**src/rtl/video_timing_monitor.sv**
```systemverilog
// Camera hsync/vsync timing monitor: row/frame/line/fps/byte-rate measurement with a selectable display word.
// Define VIDEO_TIMING_MONITOR_BCD_EN to publish packed BCD through a sequential double-dabble engine.
module video_timing_monitor #(
  parameter int unsigned REF_CLK = 200_000_000,
  parameter int unsigned CNT_W   = 32
) (
  input  logic        clk_in,
  input  logic        rst_in,
  input  logic        hsync_in,
  input  logic        vsync_in,
  input  logic        valid_byte_in,
  input  logic [1:0]  mode_in,
  input  logic        clear_in,
  output logic [31:0] display_out,
  output logic        stable_out,
  output logic        tick_out
);

  localparam int unsigned TICK_W = $clog2(REF_CLK + 1);

  typedef logic [CNT_W-1:0]  cnt_t;
  typedef logic [TICK_W-1:0] tick_t;

  function automatic cnt_t sat_inc(input cnt_t v);
    return (&v) ? v : v + cnt_t'(1);
  endfunction

  tick_t       tick_cnt_q, tick_cnt_d;
  logic        hs_prev_q, hs_prev_d;
  logic        vs_prev_q, vs_prev_d;
  cnt_t        row_cnt_q, row_cnt_d;
  cnt_t        frame_cnt_q, frame_cnt_d;
  cnt_t        line_cnt_q, line_cnt_d;
  cnt_t        fps_cnt_q, fps_cnt_d;
  cnt_t        bps_cnt_q, bps_cnt_d;
  cnt_t        rowlen_q, rowlen_d;
  cnt_t        prev_rowlen_q, prev_rowlen_d;
  cnt_t        framelen_q, framelen_d;
  cnt_t        bps_q, bps_d;
  cnt_t        lines_new;
  logic [15:0] lines_q, lines_d;
  logic [15:0] fps_q, fps_d;
  logic        stable_q, stable_d;
  logic [31:0] display_q;
  logic        tick, hfall, vfall;

  assign tick  = (tick_cnt_q == tick_t'(REF_CLK));
  assign hfall = valid_byte_in & hs_prev_q & ~hsync_in;
  assign vfall = valid_byte_in & vs_prev_q & ~vsync_in;

  always_comb begin
    tick_cnt_d    = tick ? tick_t'(1) : tick_cnt_q + tick_t'(1);
    hs_prev_d     = hs_prev_q;
    vs_prev_d     = vs_prev_q;
    row_cnt_d     = row_cnt_q;
    frame_cnt_d   = frame_cnt_q;
    line_cnt_d    = line_cnt_q;
    fps_cnt_d     = fps_cnt_q;
    bps_cnt_d     = bps_cnt_q;
    rowlen_d      = rowlen_q;
    prev_rowlen_d = prev_rowlen_q;
    framelen_d    = framelen_q;
    lines_d       = lines_q;
    fps_d         = fps_q;
    bps_d         = bps_q;
    stable_d      = stable_q;
    lines_new     = hfall ? sat_inc(line_cnt_q) : line_cnt_q;

    if (valid_byte_in) begin
      hs_prev_d = hsync_in;
      vs_prev_d = vsync_in;
    end

    // The sync-edge byte closes the current measurement and is not counted in the next one
    if (hfall) begin
      rowlen_d      = row_cnt_q;
      prev_rowlen_d = rowlen_q;
      row_cnt_d     = '0;
    end else if (valid_byte_in) begin
      row_cnt_d = sat_inc(row_cnt_q);
    end

    if (vfall) begin
      framelen_d  = frame_cnt_q;
      frame_cnt_d = '0;
    end else if (valid_byte_in) begin
      frame_cnt_d = sat_inc(frame_cnt_q);
    end

    if (vfall) begin
      lines_d    = lines_new[15:0];
      line_cnt_d = '0;
    end else if (hfall) begin
      line_cnt_d = sat_inc(line_cnt_q);
    end

    // An event coinciding with the tick belongs to the second that starts now
    if (tick) begin
      fps_d     = fps_cnt_q[15:0];
      fps_cnt_d = vfall ? cnt_t'(1) : '0;
      bps_d     = bps_cnt_q;
      bps_cnt_d = valid_byte_in ? cnt_t'(1) : '0;
    end else begin
      if (vfall)         fps_cnt_d = sat_inc(fps_cnt_q);
      if (valid_byte_in) bps_cnt_d = sat_inc(bps_cnt_q);
    end

    if (vfall) begin
      stable_d = (rowlen_d == prev_rowlen_d) && (frame_cnt_q == framelen_q);
    end
  end

  always_ff @(posedge clk_in) begin
    if (rst_in || clear_in) begin
      tick_cnt_q    <= '0;
      hs_prev_q     <= 1'b0;
      vs_prev_q     <= 1'b0;
      row_cnt_q     <= '0;
      frame_cnt_q   <= '0;
      line_cnt_q    <= '0;
      fps_cnt_q     <= '0;
      bps_cnt_q     <= '0;
      rowlen_q      <= '0;
      prev_rowlen_q <= '0;
      framelen_q    <= '0;
      lines_q       <= '0;
      fps_q         <= '0;
      bps_q         <= '0;
      stable_q      <= 1'b0;
    end else begin
      tick_cnt_q    <= tick_cnt_d;
      hs_prev_q     <= hs_prev_d;
      vs_prev_q     <= vs_prev_d;
      row_cnt_q     <= row_cnt_d;
      frame_cnt_q   <= frame_cnt_d;
      line_cnt_q    <= line_cnt_d;
      fps_cnt_q     <= fps_cnt_d;
      bps_cnt_q     <= bps_cnt_d;
      rowlen_q      <= rowlen_d;
      prev_rowlen_q <= prev_rowlen_d;
      framelen_q    <= framelen_d;
      lines_q       <= lines_d;
      fps_q         <= fps_d;
      bps_q         <= bps_d;
      stable_q      <= stable_d;
    end
  end

`ifdef VIDEO_TIMING_MONITOR_BCD_EN

  localparam int unsigned SH_W = $clog2(CNT_W + 1);

  typedef enum logic {BCD_LOAD, BCD_SHIFT} bcd_state_e;

  bcd_state_e      bcd_state_q, bcd_state_d;
  logic [SH_W-1:0] shift_cnt_q, shift_cnt_d;
  cnt_t            bin_hi_q, bin_hi_d;
  cnt_t            bin_lo_q, bin_lo_d;
  logic [31:0]     digits_q, digits_d, digits_adj;
  logic [31:0]     display_d;
  logic [1:0]      snap_mode_q, snap_mode_d;
  logic            split_q, split_d;
  logic            done_q, done_d;
  logic [15:0]     half_hi, half_lo;
  logic [31:0]     full_val;

  always_comb begin
    half_hi  = (mode_in == 2'd0) ? fps_q : lines_q;
    half_lo  = rowlen_q[15:0];
    full_val = (mode_in == 2'd1) ? 32'(framelen_q) : 32'(bps_q);
    if (half_hi > 16'd9999)          half_hi  = 16'd9999;
    if (half_lo > 16'd9999)          half_lo  = 16'd9999;
    if (full_val > 32'd99_999_999)   full_val = 32'd99_999_999;
  end

  always_comb begin
    digits_adj = digits_q;
    for (int i = 0; i < 8; i++) begin
      if (digits_adj[4*i +: 4] >= 4'd5) digits_adj[4*i +: 4] = digits_adj[4*i +: 4] + 4'd3;
    end
  end

  always_comb begin
    bcd_state_d = bcd_state_q;
    shift_cnt_d = shift_cnt_q;
    bin_hi_d    = bin_hi_q;
    bin_lo_d    = bin_lo_q;
    digits_d    = digits_q;
    snap_mode_d = snap_mode_q;
    split_d     = split_q;
    done_d      = done_q;
    display_d   = display_q;
    case (bcd_state_q)
      BCD_LOAD: begin
        if (done_q && (mode_in == snap_mode_q)) display_d = digits_q;
        split_d     = ~mode_in[0];
        snap_mode_d = mode_in;
        bin_hi_d    = mode_in[0] ? '0 : cnt_t'(half_hi);
        bin_lo_d    = mode_in[0] ? cnt_t'(full_val) : cnt_t'(half_lo);
        digits_d    = '0;
        shift_cnt_d = SH_W'(CNT_W);
        done_d      = 1'b0;
        bcd_state_d = BCD_SHIFT;
      end
      BCD_SHIFT: begin
        // A mode change abandons the conversion so a stale mode is never published
        if (mode_in != snap_mode_q) begin
          bcd_state_d = BCD_LOAD;
        end else begin
          digits_d    = {digits_adj[30:16], split_q ? bin_hi_q[CNT_W-1] : digits_adj[15],
                         digits_adj[14:0], bin_lo_q[CNT_W-1]};
          bin_hi_d    = bin_hi_q << 1;
          bin_lo_d    = bin_lo_q << 1;
          shift_cnt_d = shift_cnt_q - SH_W'(1);
          if (shift_cnt_q == SH_W'(1)) begin
            done_d      = 1'b1;
            bcd_state_d = BCD_LOAD;
          end
        end
      end
      default: bcd_state_d = BCD_LOAD;
    endcase
  end

  always_ff @(posedge clk_in) begin
    if (rst_in || clear_in) begin
      bcd_state_q <= BCD_LOAD;
      shift_cnt_q <= '0;
      bin_hi_q    <= '0;
      bin_lo_q    <= '0;
      digits_q    <= '0;
      snap_mode_q <= '0;
      split_q     <= 1'b0;
      done_q      <= 1'b0;
      display_q   <= '0;
    end else begin
      bcd_state_q <= bcd_state_d;
      shift_cnt_q <= shift_cnt_d;
      bin_hi_q    <= bin_hi_d;
      bin_lo_q    <= bin_lo_d;
      digits_q    <= digits_d;
      snap_mode_q <= snap_mode_d;
      split_q     <= split_d;
      done_q      <= done_d;
      display_q   <= display_d;
    end
  end

`else

  logic [31:0] display_d;

  always_comb begin
    case (mode_in)
      2'd0:    display_d = {fps_q, rowlen_q[15:0]};
      2'd1:    display_d = 32'(framelen_q);
      2'd2:    display_d = {lines_q, rowlen_q[15:0]};
      default: display_d = 32'(bps_q);
    endcase
  end

  always_ff @(posedge clk_in) begin
    if (rst_in || clear_in) display_q <= '0;
    else                    display_q <= display_d;
  end

`endif

  assign display_out = display_q;
  assign stable_out  = stable_q;
  assign tick_out    = tick;

endmodule

```
**config.mk**
```make
export PLATFORM = sky130hd
export DESIGN_NAME = video_timing_monitor
export DESIGN_NICKNAME = d
export VERILOG_FILES = /design/src/rtl/video_timing_monitor.sv
export SDC_FILE = /design/constraint.sdc
export NUM_CORES = 1
export LEC_CHECK = 0
export CAP_MARGIN = 20
export CORE_ASPECT_RATIO = 1.5
export CORE_MARGIN = 3
export CORE_UTILIZATION = 65
export CTS_BUF_LIST = sky130_fd_sc_hd__clkbuf_4 sky130_fd_sc_hd__clkbuf_8 sky130_fd_sc_hd__clkbuf_16
export DETAILED_ROUTE_END_ITERATION = 10
export PLACE_DENSITY = 0.83
export SLEW_MARGIN = 5
export SYNTH_ARGS = -nofsm -noshare
export SYNTH_HDL_FRONTEND = slang
export SYNTH_SLANG_ARGS = --single-unit
export TNS_END_PERCENT = 50
```
**constraint.sdc**
```tcl
create_clock -name clk_in -period 6.7 [get_ports clk_in]
set_input_delay 1.675 -clock clk_in [delete_from_list [all_inputs] [get_ports clk_in]]
set_output_delay 1.675 -clock clk_in [all_outputs]
set_load 0.05 [all_outputs]
```
==> results of run 1 <==
==> logic make-up after synthesis <==
group,count (synthesis)
compound gates,297
xor+xnor,203
fa+ha+maj,7
buf+inv,157
flops,383
mux,37
simple gates,918
==> cell type report <==
cell class / count / share of cell area (%)
repair buffers: 54 / 2.761
well taps: 328 / 2.220
clock inverters: 9 / 0.5550
multi-input cells: 1462 / 45.94
flip-flops and latches: 383 / 41.47
inverters: 50 / 1.015
clock buffers: 54 / 6.037
==> through the flow <==
step	power, W	cell area [um^2]	instances
finish	0.004487	18490	2340
global route	0.004609	18490	2340
CTS	0.004509	18490	2340
detailed placement	0.002443	17270	2277
global placement	0.002441	17270	2277
floorplan	0.002412	16760	2002
==> state kept, by name, summed over array words and instances (netlist names), 16 cells and up <==
register and count:
bps_cnt_q 32, bps_q 32, display_out 32, fps_cnt_q 32, frame_cnt_q 32, framelen_q 32
line_cnt_q 32, prev_rowlen_q 32, row_cnt_q 32, rowlen_q 32, tick_cnt_q 28, fps_q 16
lines_q 16
==> final timing paths <==
| path | startpoint | end | slack (ps) | cells after the start |
|---|---|---|---|---|
| worst min register to register | bps_q[26] | bps_q[26] | 450 | 2 |
| worst max register to register | tick_cnt_q[0] | fps_cnt_q[15] | 3650 | 8 |
| worst max-delay path | tick_cnt_q[0] | tick_out | 2130 | 6 |
| worst min-delay path | bps_q[26] | bps_q[26] | 450 | 2 |
==> routing by layer <==
metal  global-route usage [%]  vias to the layer above  wire, um
li1                         -                     6778         -
met1                    35.56                     6708     16070
met2                    54.74                      448     22130
met3                    4.065                      149      1951
met4                    17.19                        0      2626
met5                        0                        -         0
==> critical path, cell delays in order (launching register included) <==
cell and delay (ps):
dfxtp_1 330, inv_1 60, ha_1 120, nor4bb_1 240, nand3_1 240, nor3_1 470, clkdlybuf4s50_1 900
==> power groups by stage <==
stage / Sequential (W) / Combinational [W] / Clock (W)
2_1_floorplan: 0.00235 / 0.0000670 / 0
3_3_place_gp: 0.00234 / 0.000104 / 0
3_5_place_dp: 0.00234 / 0.000106 / 0
4_1_cts: 0.00229 / 0.000106 / 0.00212
5_1_grt: 0.00229 / 0.000114 / 0.00221
6_report: 0.00229 / 0.000106 / 0.00210
==> cell usage in the layout, fill, tap and decap left out, drive strengths merged, types with 6 or more instances in the layout <==
master	instances
and2	30
and4	19
dfxtp	383
nand2	370
buf	15
o22ai	17
clkdlybuf4s50	39
xnor2	84
nor4	30
a211oi	19
nand4	55
and3	29
a21oi	184
ha	7
mux4	16
nand3	82
o2bb2ai	6
nor3	28
inv	52
o21ai	35
nand2b	6
or3	15
clkbuf	54
xor2	119
mux2i	21
nor2	234
==> flow_summary.json, run 1 <==
{
  "power.density_nw_per_um2": 242.7,
  "fmax_ghz": 0.2186,
  "min_period_ps": 4574,
  "p_int_w": 0.003540,
  "portBuffers": 41,
  "critical_path.startpoint_type": "flip-flop",
  "ys_seq_area_share_pct": 45.76,
  "slew_headroom_pct": 27.82,
  "synth_simple_gate_area_share_pct": 25.59,
  "clockRootBuffer": "clkbuf_16",
  "drt-total-wl_um": 42780,
  "cts_tree": "done",
  "clock_latency_ps": 540,
  "synth.most_common_cell": "dfxtp_1",
  "drtAntennaViolNets": 0,
  "fin_util_pct": 73.28,
  "muxShareOfSynthArea_pct": 3.405,
  "n_antenna_cell": 0,
  "worstHoldPathType": "reg2reg",
  "postCtsSetupBuffers": 0,
  "synthDistinctLibCells": 71,
  "setup_ws_ps": 2126,
  "grt_pass1_vias": 14000,
  "first_iter_violations": 1103,
  "min_period_over_period_pct": 68.27,
  "yosysTopAreaCellShare_pct": 45.76,
  "syn_inst": 2002,
  "rsz0062_at_grt": "false",
  "crit_type": "reg2out",
  "setup_violations": 0,
  "synth_compound_area_share_pct": 10.42,
  "place_ws_ps": 2119,
  "ys_top_cells_by_count": "383 x dfxtp_1, 370 x nand2_1, 232 x nor2_1",
  "finClkSkew_ps": 12.70,
  "start_util_pct": 66.42,
  "crit_fanout": 4,
  "drive_above_1_share_pct": 6.213,
  "synth_area_leaders": "dfxtp_1 46%, nand2_1 8.3%, xor2_1 6.2%, a21oi_1 5.5%, nor2_1 5.2%",
  "syn2layout_area_growth_pct": 10.33,
  "num-fill-cells": 1919,
  "async_reset_ff_share_pct": 0,
  "io_pins": 42,
  "seq_area_um2": 7667,
  "synth_flop_cell": "dfxtp_1",
  "syn-num-nets": 2017,
  "grt_overflow": 0,
  "synth-xor-area-share_pct": 10.61,
  "die_x_um": 137.1,
  "synth_area_per_cell_um2": 8.370,
  "synth_largest_area_cell": "dfxtp_1",
  "hold_viol": 0,
  "grt_max_degree": 86,
  "grt_use_total_pct": 30.97,
  "fp.coreArea_um2": 25230,
  "multi_input_area_um2": 8493,
  "vias": 14080,
  "drtPass1Iterations": 6,
  "synth-seq-cells": 383,
  "clock-sinks": 383,
  "cts-htree-levels": 2,
  "leakage_nw": 6.117,
  "grt_pass1_wl_um": 69820,
  "cts_hold_buf": 0,
  "required_ps": 5030,
  "dp_hpwl_um": 29460,
  "synth_top_family_by_area": "simple AND/OR/NAND/NOR gates",
  "end_kind": "output pin",
  "viasPerCell": 6.018,
  "status": "complete, no violations",
  "die_h_um": 202.7,
  "rows": 71,
  "worst_pin_slew_ps": 1083,
  "cts_inserted_buffers": 36,
  "fin_nets": 2002,
  "clkPwrFrac_pct": 46.7,
  "ir_worst_vdd_v": 0.0002312,
  "power_switching_w": 0.0009470,
  "wl_per_cell_um": 18.28,
  "drc": 0,
  "tns_ps": 0,
  "holdWs_ps": 450.9,
  "syn_area_um2": 16760,
  "dieArea_um2": 27780,
  "sw_frac_of_total_pct": 21.10,
  "p_comb_share_pct": 2.4,
  "synth_edf_count": 0,
  "post_cts_resized": 0,
  "drv_cap": 0,
  "gp_congestion": 0.9403,
  "p_seq_share_pct": 50.9,
  "antenna_found_initial": 0,
  "path_clk_slew_ps": 60,
  "yosysWarnings": 0,
  "clockBufferDepth": 3,
  "worst_ep_arrival_time_ps": 2900,
  "drv_slew": 0,
  "yosys.area_share.adder_pct": 0.5227
}
Note: power is estimated with default switching activity, not from simulation.
==> run 2, diff against run 1 <==
--- a/config.mk
+++ b/config.mk
@@ -8,10 +8,10 @@
 export CAP_MARGIN = 20
 export CORE_ASPECT_RATIO = 1.5
 export CORE_MARGIN = 3
-export CORE_UTILIZATION = 65
+export CORE_UTILIZATION = 62
 export CTS_BUF_LIST = sky130_fd_sc_hd__clkbuf_4 sky130_fd_sc_hd__clkbuf_8 sky130_fd_sc_hd__clkbuf_16
 export DETAILED_ROUTE_END_ITERATION = 10
-export PLACE_DENSITY = 0.83
+export PLACE_DENSITY = 0.8
 export SLEW_MARGIN = 5
 export SYNTH_ARGS = -nofsm -noshare
 export SYNTH_HDL_FRONTEND = slang
==> constraint.sdc (replaced) <==
create_clock -name clk_in -period 4.7 [get_ports clk_in]
set_input_delay 1.175 -clock clk_in [delete_from_list [all_inputs] [get_ports clk_in]]
set_output_delay 1.175 -clock clk_in [all_outputs]
set_load 0.05 [all_outputs]
==> run 2 against run 1 <==
Compared with the run above:
- setup slack got worse by 1400 ps
- global-route usage down 2.2 points
- highest routed layer unchanged
- via count shrank 0.51%
- critical path depth unchanged
- non-clock buffer count rose by 5
- design area rose by 0.49%
- largest power group unchanged
- worst hold slack improved by 1.8 ps
==> flow_summary.json, run 2 (synthesis gave the netlist of run 1 again) <==
{
  "portBuffers": 41,
  "drtPass1Iterations": 5,
  "drc": 0,
  "crit_path_max_incr_delay_ps": 880,
  "slew_headroom_pct": 28.72,
  "antenna_found_initial": 0,
  "finClkSkew_ps": 14.60,
  "clockBufferDepth": 3,
  "die_x_um": 140.2,
  "layout_common_cells": "383 x dfxtp_1, 368 x nand2_1, 231 x nor2_1",
  "p_int_w": 0.005102,
  "gp_congestion": 0.9672,
  "setup_violations": 0,
  "grt_use_total_pct": 28.82,
  "num-fill-cells": 2081,
  "power_switching_w": 0.001402,
  "cts_hold_buf": 0,
  "worst-path-buf-inv": 2,
  "n_antenna_cell": 0,
  "path_clk_slew_ps": 70,
  "crit_type": "reg2out",
  "fin_util_pct": 69.90,
  "p_comb_share_pct": 2.4,
  "clockRootBuffer": "clkbuf_16",
  "drt-total-wl_um": 42560,
  "min_period_over_period_pct": 84.82,
  "clock_latency_ps": 540,
  "start_util_pct": 63.05,
  "drv_slew": 0,
  "tns_ps": 0,
  "cts-htree-levels": 2,
  "io_pins": 42,
  "grt_overflow": 0,
  "post_cts_resized": 0,
  "dp_hpwl_um": 29870,
  "rows": 73,
  "postCtsSetupBuffers": 0,
  "leakage_nw": 6.150,
  "hold_start": "bps_q[24]",
  "first_iter_violations": 1093,
  "crit_fanout": 4,
  "reg2regPathDepth": 8,
  "syn2layout_area_growth_pct": 10.87,
  "die_h_um": 207.4,
  "drv_cap": 0,
  "rsz0062_at_grt": "false",
  "grt_max_degree": 89,
  "clock-sinks": 383,
  "viasPerCell": 5.949,
  "hold_viol": 0,
  "ff2ff_setup_slack_ps": 1840,
  "required_ps": 3520,
  "vias": 14010,
  "worst_pin_slew_ps": 1069,
  "cp_num_cells": 6,
  "cpMaxStageDelayCell": "clkdlybuf4s50_1",
  "status": "complete, no violations",
  "layout_commonest_cell": "dfxtp_1",
  "ir_worst_vdd_v": 0.0003300,
  "fp.coreArea_um2": 26580,
  "drtAntennaViolNets": 0,
  "power.density_nw_per_um2": 350.1,
  "cts_tree": "done",
  "end_kind": "output pin",
  "critical_path.startpoint_type": "flip-flop",
  "p_seq_share_pct": 50.1,
  "rr_startpoint": "tick_cnt_q[0]",
  "cp_cell_sequence": "inv_1 > ha_1 > nor4bb_1 > nand3_1 > nor3_1 > clkdlybuf4s50_1",
  "grt_pass1_vias": 13790,
  "grt_pass1_wl_um": 69390,
  "crit_family": "buffers and inverters",
  "min_period_ps": 3987,
  "drive_above_1_share_pct": 6.492,
  "wl_per_cell_um": 18.07,
  "clkPwrFrac_pct": 47.5,
  "timing.critical_path.from": "tick_cnt_q[0]",
  "worst_ep_arrival_time_ps": 2810,
  "sw_frac_of_total_pct": 21.55,
  "dieArea_um2": 29080,
  "fin_nets": 2007,
  "cts_inserted_buffers": 36,
  "worstHoldPathType": "reg2reg",
  "fmax_ghz": 0.2508,
  "holdPathStages": 2
}
-- run 2: cell count changes in the layout (fill, tap and decap cells not counted) --
cell        change
clkinvlp_4      +2
clkinv_4        +3
buf_12          +1
bufinv_16       +3
clkbuf_8        -8
inv_6           +1
buf_4           +4
-- run 2: layer usage --
| metal | track usage (%) | wire length (um) |
|---|---|---|
| met5 | 0 | 0 |
| met4 | 16.32 | 2647 |
| met3 | 3.757 | 1871 |
| met2 | 52.30 | 22050 |
| met1 | 31.98 | 15990 |
-- run 2: worst register-to-register path: stages (launching register included) --
cell and delay [ps]:
dfxtp_1 340, inv_1 70, ha_1 140, nor4bb_1 210, nand3_1 220, or3_4 680
nand2_2 180, buf_4 670, nor2_1 200
-- run 2: final timing paths --
path | end
worst max register to register | tick_cnt_q[6]
worst min register to register | bps_q[24]
worst min-delay path | bps_q[24]
worst max-delay path | tick_out
-- run 2: power by group through the flow --
stage / Combinational, W / Sequential (W) / Clock [W]
6_report: 0.000155 / 0.00326 / 0.00309
5_1_grt: 0.000166 / 0.00326 / 0.00324
4_1_cts: 0.000153 / 0.00326 / 0.00312
3_5_place_dp: 0.000153 / 0.00333 / 0
3_3_place_gp: 0.000152 / 0.00333 / 0
2_1_floorplan: 0.0000954 / 0.00334 / 0
-- run 2: through the flow --
stage | hold WS, ps | setup WS (ps) | area [um^2] | instances | power [W]
final | 452.8 | 713.4 | 18580 | 2355 | 0.006504
after global routing | 472.3 | 555.8 | 18580 | 2355 | 0.006658
after CTS | 454.1 | 691.9 | 18580 | 2355 | 0.006528
after detailed placement | 446.3 | 949.4 | 17330 | 2291 | 0.003484
after global placement | 438.8 | 1010 | 17330 | 2291 | 0.003483
after floorplan | 428.7 | 1489 | 16760 | 2002 | 0.003439
-- run 2: final cells by class --
class	count	area, um^2	area share, %
multi-input cells	1462	8493	45.71
flip-flops and latches	383	7667	41.27
clock buffers	46	1006	5.414
repair buffers	59	560.5	3.017
well taps	337	421.7	2.270
clock inverters	18	242.7	1.306
inverters	50	187.7	1.010
